[src/rtl/dff_bank_arbiter_pkg.sv]
// Shared types and the round-robin search helper for the dff_bank_arbiter slice.
package dff_bank_arbiter_pkg;

  localparam int MAX_NREQ = 8;
  localparam int IDX_W    = 3;

  typedef enum logic {IDLE, OWN} arb_state_t;

  typedef struct packed {
    logic             found;
    logic [IDX_W-1:0] idx;
  } rr_pick_t;

  // Scans from last+1 upward and wraps, so the previous owner is considered last.
  function automatic rr_pick_t rr_search(input logic [MAX_NREQ-1:0] req_vec,
                                         input logic [IDX_W-1:0]    last,
                                         input int unsigned         nreq);
    rr_pick_t         pick;
    logic [IDX_W-1:0] cand;
    pick = '0;
    for (int unsigned k = 1; k <= MAX_NREQ; k++) begin
      cand = IDX_W'((32'(last) + k) % nreq);
      if (k <= nreq && !pick.found && req_vec[cand]) begin
        pick.found = 1'b1;
        pick.idx   = cand;
      end
    end
    return pick;
  endfunction

endpackage

[src/rtl/dff_bank_arbiter_if.sv]
// Requester-facing bus of the arbiter: requests and data in, grant and register contents out.
interface dff_bank_arbiter_if #(
  parameter int NREQ = 4,
  parameter int W    = 8
);
  localparam int OW = $clog2(NREQ);

  logic [NREQ-1:0]   req;
  logic [NREQ*W-1:0] wdata;
  logic [NREQ-1:0]   gnt;
  logic [W-1:0]      q;
  logic              q_valid;
  logic [OW-1:0]     owner;

  modport master (output req, wdata, input gnt, q, q_valid, owner);
  modport slave  (input req, wdata, output gnt, q, q_valid, owner);

endinterface

[src/rtl/dff_bank_arbiter_reg_bank.sv]
// W-bit shared state register with synchronous active-low reset and write enable.
module dff_reg_bank #(
  parameter int W = 8
) (
  input  logic         clk,
  input  logic         reset,
  input  logic         en,
  input  logic [W-1:0] d,
  output logic [W-1:0] q
);

  always_ff @(posedge clk) begin
    if (!reset)  q <= '0;
    else if (en) q <= d;
  end

endmodule

[src/rtl/dff_bank_arbiter.sv]
// Round-robin arbiter that grants one writer at a time to the shared register,
// forcing a handoff after MAX_BURST consecutive writes.
module dff_bank_arbiter #(
  parameter int NREQ      = 4,
  parameter int W         = 8,
  parameter int MAX_BURST = 4
) (
  input  logic               clk,
  input  logic               reset,
  dff_bank_arbiter_if.slave  arb
);
  import dff_bank_arbiter_pkg::*;

  localparam int OW = $clog2(NREQ);
  localparam int BW = (MAX_BURST > 1) ? $clog2(MAX_BURST) : 1;

  arb_state_t            state, state_n;
  logic [OW-1:0]         owner_r, owner_n;
  logic [NREQ-1:0]       gnt_r, gnt_n;
  logic [BW-1:0]         burst_cnt, burst_n;
  logic                  q_valid_r;
  logic                  we, release_c, arbitrate;
  logic [MAX_NREQ-1:0]   req_ext;
  logic [W-1:0]          wdata_sel;
  rr_pick_t              pick;

  assign we        = gnt_r[owner_r] & arb.req[owner_r];
  assign release_c = (state == OWN) &&
                     (!arb.req[owner_r] || (we && burst_cnt == BW'(MAX_BURST - 1)));
  assign arbitrate = (state == IDLE) || release_c;
  assign wdata_sel = arb.wdata[owner_r*W +: W];

  always_comb begin
    req_ext            = '0;
    req_ext[NREQ-1:0]  = arb.req;
  end

  assign pick = rr_search(req_ext, IDX_W'(owner_r), NREQ);

  always_ff @(posedge clk) begin
    if (!reset) begin
      state     <= IDLE;
      owner_r   <= OW'(NREQ - 1);
      gnt_r     <= '0;
      burst_cnt <= '0;
      q_valid_r <= 1'b0;
    end else begin
      state     <= state_n;
      owner_r   <= owner_n;
      gnt_r     <= gnt_n;
      burst_cnt <= burst_n;
      if (we) q_valid_r <= 1'b1;
    end
  end

  // A release and a fresh grant land on the same edge, so handoffs never leave an idle cycle.
  always_comb begin
    state_n = state;
    owner_n = owner_r;
    gnt_n   = gnt_r;
    burst_n = burst_cnt;
    if (we) burst_n = burst_cnt + 1'b1;
    if (arbitrate) begin
      if (pick.found) begin
        state_n                  = OWN;
        owner_n                  = pick.idx[OW-1:0];
        gnt_n                    = '0;
        gnt_n[pick.idx[OW-1:0]]  = 1'b1;
        burst_n                  = '0;
      end else begin
        state_n = IDLE;
        gnt_n   = '0;
      end
    end
  end

  dff_reg_bank #(.W(W)) u_bank (
    .clk   (clk),
    .reset (reset),
    .en    (we),
    .d     (wdata_sel),
    .q     (arb.q)
  );

  assign arb.gnt     = gnt_r;
  assign arb.owner   = owner_r;
  assign arb.q_valid = q_valid_r;

endmodule
[src/flat_wrapper.sv]
// flat-port wrapper written by rule: the top's interface ports become plain ports
module dff_bank_arbiter_flat import dff_bank_arbiter_pkg::*;
#(
  parameter int NREQ      = 4,
  parameter int W         = 8,
  parameter int MAX_BURST = 4
)
  (clk, reset, arb_req, arb_wdata, arb_gnt, arb_q, arb_q_valid, arb_owner);
  dff_bank_arbiter_if #(.NREQ(NREQ), .W(W)) arb_i ();
  input  logic clk;
  input  logic reset;
  input wire logic [$bits(arb_i.req)-1:0] arb_req;
  input wire logic [$bits(arb_i.wdata)-1:0] arb_wdata;
  output wire logic [$bits(arb_i.gnt)-1:0] arb_gnt;
  output wire logic [$bits(arb_i.q)-1:0] arb_q;
  output wire logic [$bits(arb_i.q_valid)-1:0] arb_q_valid;
  output wire logic [$bits(arb_i.owner)-1:0] arb_owner;
  assign arb_i.req = arb_req;
  assign arb_i.wdata = arb_wdata;
  assign arb_gnt = arb_i.gnt;
  assign arb_q = arb_i.q;
  assign arb_q_valid = arb_i.q_valid;
  assign arb_owner = arb_i.owner;
  dff_bank_arbiter #(.NREQ(NREQ), .W(W), .MAX_BURST(MAX_BURST)) u_core (.clk(clk), .reset(reset), .arb(arb_i));
endmodule
[config.mk]
export PLATFORM = sky130hd
export DESIGN_NAME = dff_bank_arbiter_flat
export DESIGN_NICKNAME = d
export VERILOG_FILES = /design/src/rtl/dff_bank_arbiter_pkg.sv /design/src/rtl/dff_bank_arbiter_if.sv /design/src/rtl/dff_bank_arbiter_reg_bank.sv /design/src/rtl/dff_bank_arbiter.sv /design/src/flat_wrapper.sv
export SDC_FILE = /design/constraint.sdc
export NUM_CORES = 1
export LEC_CHECK = 0
export ABC_CLOCK_PERIOD_IN_PS = 4000
export CAP_MARGIN = 40
export CORE_MARGIN = 5
export CORE_UTILIZATION = 55
export CTS_CLUSTER_DIAMETER = 60
export DETAILED_ROUTE_END_ITERATION = 16
export DONT_BUFFER_PORTS = 1
export GPL_ROUTABILITY_DRIVEN = 0
export PLACE_DENSITY = 0.75
export SLEW_MARGIN = 20
export SYNTH_ARGS = -nofsm -noshare
export SYNTH_HDL_FRONTEND = slang
export SYNTH_HIERARCHICAL = 1
export SYNTH_SLANG_ARGS = --single-unit
[constraint.sdc]
create_clock -name clk -period 4 [get_ports clk]
set_input_delay 0.8 -clock clk [delete_from_list [all_inputs] [get_ports clk]]
set_output_delay 0.8 -clock clk [all_outputs]
set_load 0.03 [all_outputs]
==> qor.tcl, run 1 <==
set qor(die_area_sq_um) 2950
set qor(drt-total-wl_um) 2480
set qor(yosysTopAreaCellShare) 0.333
set qor(layout_commonest_cell) {dfxtp_1}
set qor(initial_antenna_violation_count) 0
set qor(crit_path_top_delay_cell) {dfxtp_1}
set qor(max_slew_violation_total_from_the_final_report) 0
set qor(timing.clock.skew_ns) 0.00297
set qor(cp-start-kind) {flip-flop}
set qor(via_count_of_the_first_global_routing_pass) 773
set qor(die_width_um) 54.3
set qor(postLayoutCellArea_sq_um) 1130
set qor(drt-wirelength-per-cell_um) 19.1
set qor(port_buffers) 0
set qor(cts_post_setup_buffers_inserted) 0
set qor(clock-sinks) 18
set qor(post_synth.cell_area_avg_sq_um) 10.6
set qor(netlist_area_pre_place_sq_um) 1080
set qor(area_growth_syn_to_layout_pct) 4.51
set qor(die_y_um) 54.3
set qor(most_frequent_cells_in_the_layout) {dfxtp_1, mux2i_1, nor2b_1}
set qor(yosys_warnings) 6
set qor(synthTopCellsByArea) {dfxtp_1, mux4_2, mux2i_1}
set qor(place.detailed.hpwl_um) 2000
set qor(synth_compound_area_frac) 0.110
set qor(dr.pass1.iters) 4
set qor(worst_setup_path_end_kind) {flip-flop}
set qor(run_status) {complete, no violations}
set qor(number_of_fillers_in_the_final_layout) 178
set qor(p_int_uw) 324
set qor(critical_path.max_fanout) 13
set qor(postSynthNetCount) 141
set qor(irDropWorstVdd_v) 0.000326
set qor(initial_core_util) 0.563
set qor(rel_slew_slack) 0.500
set qor(grt_pass1_wl_um) 3590
set qor(dr_total_vias) 798
set qor(cts_inserted_buffers) 3
set qor(drcViolationCount) 0
set qor(totalPowerFinal_uw) 486
set qor(p_seq_frac) 0.504
set qor(floorplan.rows) 16
set qor(ctsLongestPathBuffers) 2
set qor(timing.reg2reg.worst_path_depth) 4
set qor(worst-path-stages) 4
set qor(track_usage) 0.170
set qor(antenna_cells_inserted) 0
set qor(fmax_ghz) 0.444
set qor(worst_pin_slew_ns) 0.749
set qor(worst-setup-path-type) {flip-flop to flip-flop}
set qor(clock_insertion_delay_worst_skew_ns) 0.29
set qor(finalWorstPathRequiredPeriod_ns) 2.25
set qor(critical_path.max_stage_delay_ns) 0.82
set qor(timing.critical_path.arrival_ns) 2.44
set qor(cts.htree.levels) 1
set qor(overflow) 0
set qor(drive_above_1_share) 0.146
set qor(ys_types) 23
set qor(number_of_maximum_capacitance_constraint_violations) 0
set qor(fraction_of_the_yosys_area_taken_by_sequential_cells) 0.333
set qor(cts.repair.resized) 0
set qor(post_synth_mux_area_share) 0.317
set qor(detail-route-antenna-nets) 0
set qor(timing.critical_path.cells) {mux4_2 > inv_1 > mux2i_1 > nor2b_1}
set qor(switching_share) 0.334
set qor(cellLeakagePower_nw) 0.406
set qor(count_of_final_hold_check_violations) 0
set qor(critical_path_buf_inv_count) 1
set qor(hp-class) {flip-flop to flip-flop}
set qor(synth_largest_area_cell) {dfxtp_1}
set qor(grt_max_degree) 14
set qor(main_combinational_cell_family_by_area_after_synthesis) {multiplexers}
set qor(min-delay-start) {u_core/burst_cnt[1]$_SDFF_PN0_}
set qor(layout.nets) 143
set qor(post_dp_cell_area_sq_um) 1090
set qor(setup-tns-final_ns) 0
set qor(synth_xor_xnor_area_share) 0.00810
set qor(final_min_period_over_clock_period) 0.563
set qor(clock_pin_slew_on_the_worst_setup_and_hold_paths_ns) 0.11
set qor(post_drt_via_cell_ratio) 6.14
set qor(power.density_cell_area_nw_per_um2) 431
set qor(io-pin-count) 53
set qor(post_synth_and_or_nand_nor_area_fraction) 0.159
set qor(cts.root.buffer_cell) {clkbuf_4}
set qor(ys_seq_elements) 18
set qor(worst_hold_path_stage_count) 2
set qor(pre_cts_slack_ns) 1.71
set qor(post_synth_fa_ha_maj_area_fraction) 0.0116
set qor(setup_viol_count_final) 0
set qor(post-route-worst-setup-slack_ns) 1.75
set qor(r2r_start) {u_core/arb.owner[0]$_SDFFE_PN1P_}
set qor(power.share.clock) 0.233
set qor(switchingPower_uw) 163
set qor(first_iter_violations) 14
set qor(path_delay_family) {multiplexers}
set qor(timing.critical_path.required_ns) 4.19
set qor(tritoncts) {built}
set qor(hold_bufs_at_cts) 0
set qor(comb_power_share) 0.263
set qor(design.core.area_sq_um) 1920
set qor(worst_setup_path_startpoint) {u_core/arb.owner[0]$_SDFFE_PN1P_}
set qor(rsz_0062_raised_after_global_routing) {false}
set qor(syn-instance-count) 102
==> power by group through the flow <==
stage	clock network (mW)	registers [mW]	logic, mW
after floorplan	0	0.236	0.123
after detailed placement	0	0.251	0.128
after global placement	0	0.256	0.112
final	0.113	0.245	0.128
after CTS	0.115	0.246	0.128
after global routing	0.123	0.249	0.138
==> path summary, 6_finish.rpt <==
| kind | to | slack, ns |
|---|---|---|
| hold / removal | u_core/burst_cnt[1]$_SDFF_PN0_ | 0.58 |
| setup / recovery | u_core/u_bank/q[3]$_SDFFE_PN0P_ | 1.75 |
| setup reg to reg | u_core/u_bank/q[3]$_SDFFE_PN0P_ | 1.75 |
| hold reg to reg | u_core/burst_cnt[1]$_SDFF_PN0_ | 0.58 |
==> metal layers <==
layer  global-route usage  vias up  share of wire
met4               0.0249        0              0
met5                    0        -              0
met1                0.197      385           0.37
li1                     -      379              -
met3               0.0872        0           0.12
met2                0.285       34           0.52
==> kinds of logic (layout without fill, tap and decap cells) <==
kind of cell / after synthesis / in the layout
flops: 18 / 18
xor+xnor: 1 / 1
buf+inv: 11 / 12
mux: 23 / 23
simple gates: 32 / 32
compound gates: 16 / 16
fa+ha+maj: 1 / 1
==> cell usage after synthesis <==
cell and instances:
ha_1 1, xor2_1 1, mux2i_1 14, nor2_1 3, nand2_1 6, nand2b_1 5, dfxtp_1 18, buf_2 2
a211o_1 1, nor2b_1 10, o22a_1 3, o21a_1 3, o22ai_1 1, inv_1 6, or3_1 1, a21oi_1 2
o21ai_0 2, buf_6 3, nor3_1 4, nand3_1 1, mux4_2 9, o32ai_1 4, nor4_1 2
==> flip-flops by register name, summed over array words and instances, names as in the netlist <==
register	flops
u_core/arb.owner	2
u_core/burst_cnt	2
u_core/arb.q_valid	1
u_core/u_bank/q	8
u_core/arb.gnt	4
u_core/state	1
==> area by class of cell <==
class	count	area, sq um	area share
clock buffers	4	36.3	0.0321
inverters	6	22.5	0.0199
multi-input cells	73	654	0.579
flip-flops and latches	18	360	0.319
well taps	27	33.8	0.0299
repair buffers	2	22.5	0.0199
==> tightest hold or removal path: stages, from the launching register on <==
cell,delay (ns)
dfxtp_1,0.33
mux2i_1,0.15
nor3_1,0.06
==> stage by stage <==
stage,instances,utilization,hold slack [ns]
after detailed placement,126,0.569,0.562
after CTS,130,0.588,0.575
after global routing,130,0.588,0.597
final,130,0.588,0.578
after global placement,125,0.561,0.522
after floorplan,102,-,0.508
(Power assumes the default switching activity.)
==> run 2, diff against run 1 <==
--- a/config.mk
+++ b/config.mk
@@ -5,7 +5,7 @@
 export SDC_FILE = /design/constraint.sdc
 export NUM_CORES = 1
 export LEC_CHECK = 0
-export ABC_CLOCK_PERIOD_IN_PS = 4000
+export ABC_CLOCK_PERIOD_IN_PS = 1900
 export CAP_MARGIN = 40
 export CORE_MARGIN = 5
 export CORE_UTILIZATION = 55
@@ -13,7 +13,7 @@
 export DETAILED_ROUTE_END_ITERATION = 16
 export DONT_BUFFER_PORTS = 1
 export GPL_ROUTABILITY_DRIVEN = 0
-export PLACE_DENSITY = 0.75
+export PLACE_DENSITY = 0.78
 export SLEW_MARGIN = 20
 export SYNTH_ARGS = -nofsm -noshare
 export SYNTH_HDL_FRONTEND = slang
==> constraint.sdc (replaced) <==
create_clock -name clk -period 1.9 [get_ports clk]
set_input_delay 0.38 -clock clk [delete_from_list [all_inputs] [get_ports clk]]
set_output_delay 0.38 -clock clk [all_outputs]
set_load 0.03 [all_outputs]
==> qor.tcl, run 2 (synthesis results as in run 1) <==
set qor(fin_worst_hold_slack_ns) 0.199 ;# was 0.578 ns
set qor(area_growth_syn_to_layout_pct) 7.64 ;# was 4.51%
set qor(count_of_final_hold_check_violations) 0 ;# unchanged
set qor(worst_setup_path_end_kind) {flip-flop} ;# unchanged
set qor(timing.clock.skew_ns) 0.00742 ;# was 0.00297 ns
set qor(worst_r2r_dst) {u_core/arb.gnt[3]$_SDFFE_PN0N_} ;# was u_core/u_bank/q[3]$_SDFFE_PN0P_
set qor(track_usage) 0.167 ;# was 0.170
set qor(grt_pass1_wl_um) 3510 ;# was 3590 um
set qor(clock-sinks) 18 ;# unchanged
set qor(worst_hold_path_stage_count) 1 ;# was 2
set qor(drcViolationCount) 0 ;# unchanged
set qor(cts.htree.levels) 1 ;# unchanged
set qor(finish.utilization) 0.605 ;# was 0.588
set qor(setup.worst_path.end) {u_core/arb.gnt[3]$_SDFFE_PN0N_} ;# was u_core/u_bank/q[3]$_SDFFE_PN0P_
set qor(grt_max_degree) 17 ;# was 14
set qor(hp-class) {primary input to flip-flop} ;# was flip-flop to flip-flop
set qor(crit_path_top_delay_cell) {dfxtp_1} ;# unchanged
set qor(cts_inserted_buffers) 3 ;# unchanged
set qor(dr.pass1.iters) 4 ;# unchanged
set qor(number_of_flip_flops_under_the_largest_register_name) 8 ;# unchanged
set qor(timing.critical_path.cells) {buf_6 > mux2i_1 > o22a_1 > a211o_1 > o32ai_1} ;# was mux4_2 > inv_1 > mux2i_1 > nor2b_1
set qor(layout_commonest_cell) {dfxtp_1} ;# unchanged
set qor(post-route-worst-setup-slack_ns) 0.119 ;# was 1.75 ns
set qor(place.detailed.hpwl_um) 1920 ;# was 2000 um
set qor(post_drt_via_cell_ratio) 6.00 ;# was 6.14
set qor(irDropWorstVdd_v) 0.000515 ;# was 0.000326 V
set qor(ctsLongestPathBuffers) 2 ;# unchanged
set qor(cts.root.buffer_cell) {clkbuf_4} ;# unchanged
set qor(layout.nets) 148 ;# was 143
set qor(drt-total-wl_um) 2440 ;# was 2480 um
set qor(critical_path_buf_inv_count) 1 ;# unchanged
set qor(cp-start-kind) {flip-flop} ;# unchanged
set qor(power.density_cell_area_nw_per_um2) 896 ;# was 431 nW/um^2
set qor(most_frequent_cells_in_the_layout) {dfxtp_1, mux2i_1, nor2b_1} ;# unchanged
set qor(max_flop_register) {u_core/u_bank/q} ;# unchanged
set qor(reg2reg_slack_ns) 0.12 ;# was 1.75 ns
set qor(timing.critical_path.required_ns) 2.10 ;# was 4.19 ns
set qor(worst_pin_slew_ns) 0.557 ;# was 0.749 ns
set qor(design.core.area_sq_um) 1920 ;# unchanged
set qor(finalWorstPathRequiredPeriod_ns) 1.78 ;# was 2.25 ns
set qor(via_count_of_the_first_global_routing_pass) 802 ;# was 773
set qor(max_slew_violation_total_from_the_final_report) 0 ;# unchanged
set qor(initial_core_util) 0.563 ;# unchanged
set qor(antenna_cells_inserted) 0 ;# unchanged
set qor(die_y_um) 54.3 ;# unchanged
set qor(timing.critical_path.arrival_ns) 1.98 ;# was 2.44 ns
set qor(rel_slew_slack) 0.625 ;# was 0.500
set qor(fmax_ghz) 0.561 ;# was 0.444 GHz
set qor(setup-tns-final_ns) 0 ;# unchanged
set qor(final_min_period_over_clock_period) 0.937 ;# was 0.563
set qor(die_width_um) 54.3 ;# unchanged
set qor(worst_setup_path_startpoint) {u_core/arb.owner[0]$_SDFFE_PN1P_} ;# unchanged
set qor(cellLeakagePower_nw) 0.430 ;# was 0.406 nW
set qor(port_buffers) 0 ;# unchanged
set qor(overflow) 0 ;# unchanged
set qor(rsz_0062_raised_after_global_routing) {false} ;# unchanged
set qor(r2r_start) {u_core/arb.owner[0]$_SDFFE_PN1P_} ;# unchanged
set qor(initial_antenna_violation_count) 0 ;# unchanged
set qor(number_of_maximum_capacitance_constraint_violations) 0 ;# unchanged
set qor(run_status) {complete, no violations} ;# unchanged
set qor(tritoncts) {built} ;# unchanged
set qor(critical_path.max_stage_delay_ns) 0.39 ;# was 0.82 ns
set qor(io-pin-count) 53 ;# unchanged
set qor(pre_cts_slack_ns) 0.0995 ;# was 1.71 ns
set qor(floorplan.rows) 16 ;# unchanged
set qor(timing.reg2reg.worst_path_depth) 5 ;# was 4
set qor(worst-path-stages) 5 ;# was 4
set qor(detail-route-antenna-nets) 0 ;# unchanged
set qor(critical_path.max_fanout) 16 ;# was 13
set qor(worst-setup-path-type) {flip-flop to flip-flop} ;# unchanged
set qor(clock_insertion_delay_worst_skew_ns) 0.29 ;# about the same
set qor(drive_above_1_share) 0.185 ;# was 0.146
set qor(clock_pin_slew_on_the_worst_setup_and_hold_paths_ns) 0.11 ;# about the same
set qor(path_delay_family) {compound AO/OA/AOI/OAI gates} ;# was multiplexers
set qor(setup_viol_count_final) 0 ;# unchanged
set qor(first_iter_violations) 22 ;# was 14
set qor(drt-wirelength-per-cell_um) 18.1 ;# was 19.1 um
set qor(dr_total_vias) 810 ;# was 798
set qor(die_area_sq_um) 2950 ;# unchanged
[run 2: changes by cell type in the layout (fill, tap and decap cells not counted)]
cell   change
buf_4      +5
buf_8      -1
buf_6      +1
[run 2: area by class of cell]
class	count	area [sq um]
multi-input cells	73	654
flip-flops and latches	18	360
well taps	27	33.8
inverters	6	22.5
fillers	172	758
clock buffers	4	36.3
repair buffers	7	56.3
[run 2: how the worst min path moves through the flow]
stage / endpoint / slack [ns] / startpoint
final: u_core/arb.q_valid$_SDFFE_PN0P_ / 0.20 / reset
after global routing: u_core/arb.q_valid$_SDFFE_PN0P_ / 0.20 / reset
after CTS: u_core/arb.q_valid$_SDFFE_PN0P_ / 0.20 / reset
after detailed placement: u_core/arb.q_valid$_SDFFE_PN0P_ / 0.51 / reset
after global placement: u_core/arb.q_valid$_SDFFE_PN0P_ / 0.50 / reset
after floorplan: u_core/arb.q_valid$_SDFFE_PN0P_ / 0.50 / reset
[run 2: per-layer routing]
layer | track usage | share of wire | vias to the layer above | wire length, um
li1 | - | - | 390 | -
met3 | 0.0599 | 0.11 | 2 | 263
met5 | 0 | 0 | - | 0
met1 | 0.180 | 0.38 | 374 | 934
met2 | 0.295 | 0.50 | 44 | 1230
met4 | 0.0622 | 0.0041 | 0 | 10
[run 2: report_power, final]
group	switching, mW	internal, mW	total (mW)
Clock	0.118	0.117	0.235
Sequential	0.0531	0.410	0.463
Combinational	0.175	0.171	0.345
[run 2: what timing repair did]
item / in CTS / in global routing
gates resized for setup: 0 / 1
buffers inserted: 0 / 0
hold buffers: 0 / 0
endpoints found under the setup margin: 0 / 4
[run 2: metrics by stage]
stage	power, mW	instances	instance area [sq um]
3_5_place_dp	0.813	131	1120
3_3_place_gp	0.804	131	1120
2_1_floorplan	0.758	102	1080
6_report	1.04	135	1160
4_1_cts	1.05	135	1160
5_1_grt	1.10	135	1160
[run 2: worst register-to-register path: stages, from the launching register on]
cell     delay [ns]
dfxtp_1        0.39
buf_6          0.23
mux2i_1        0.15
o22a_1         0.25
a211o_1        0.37
o32ai_1        0.29
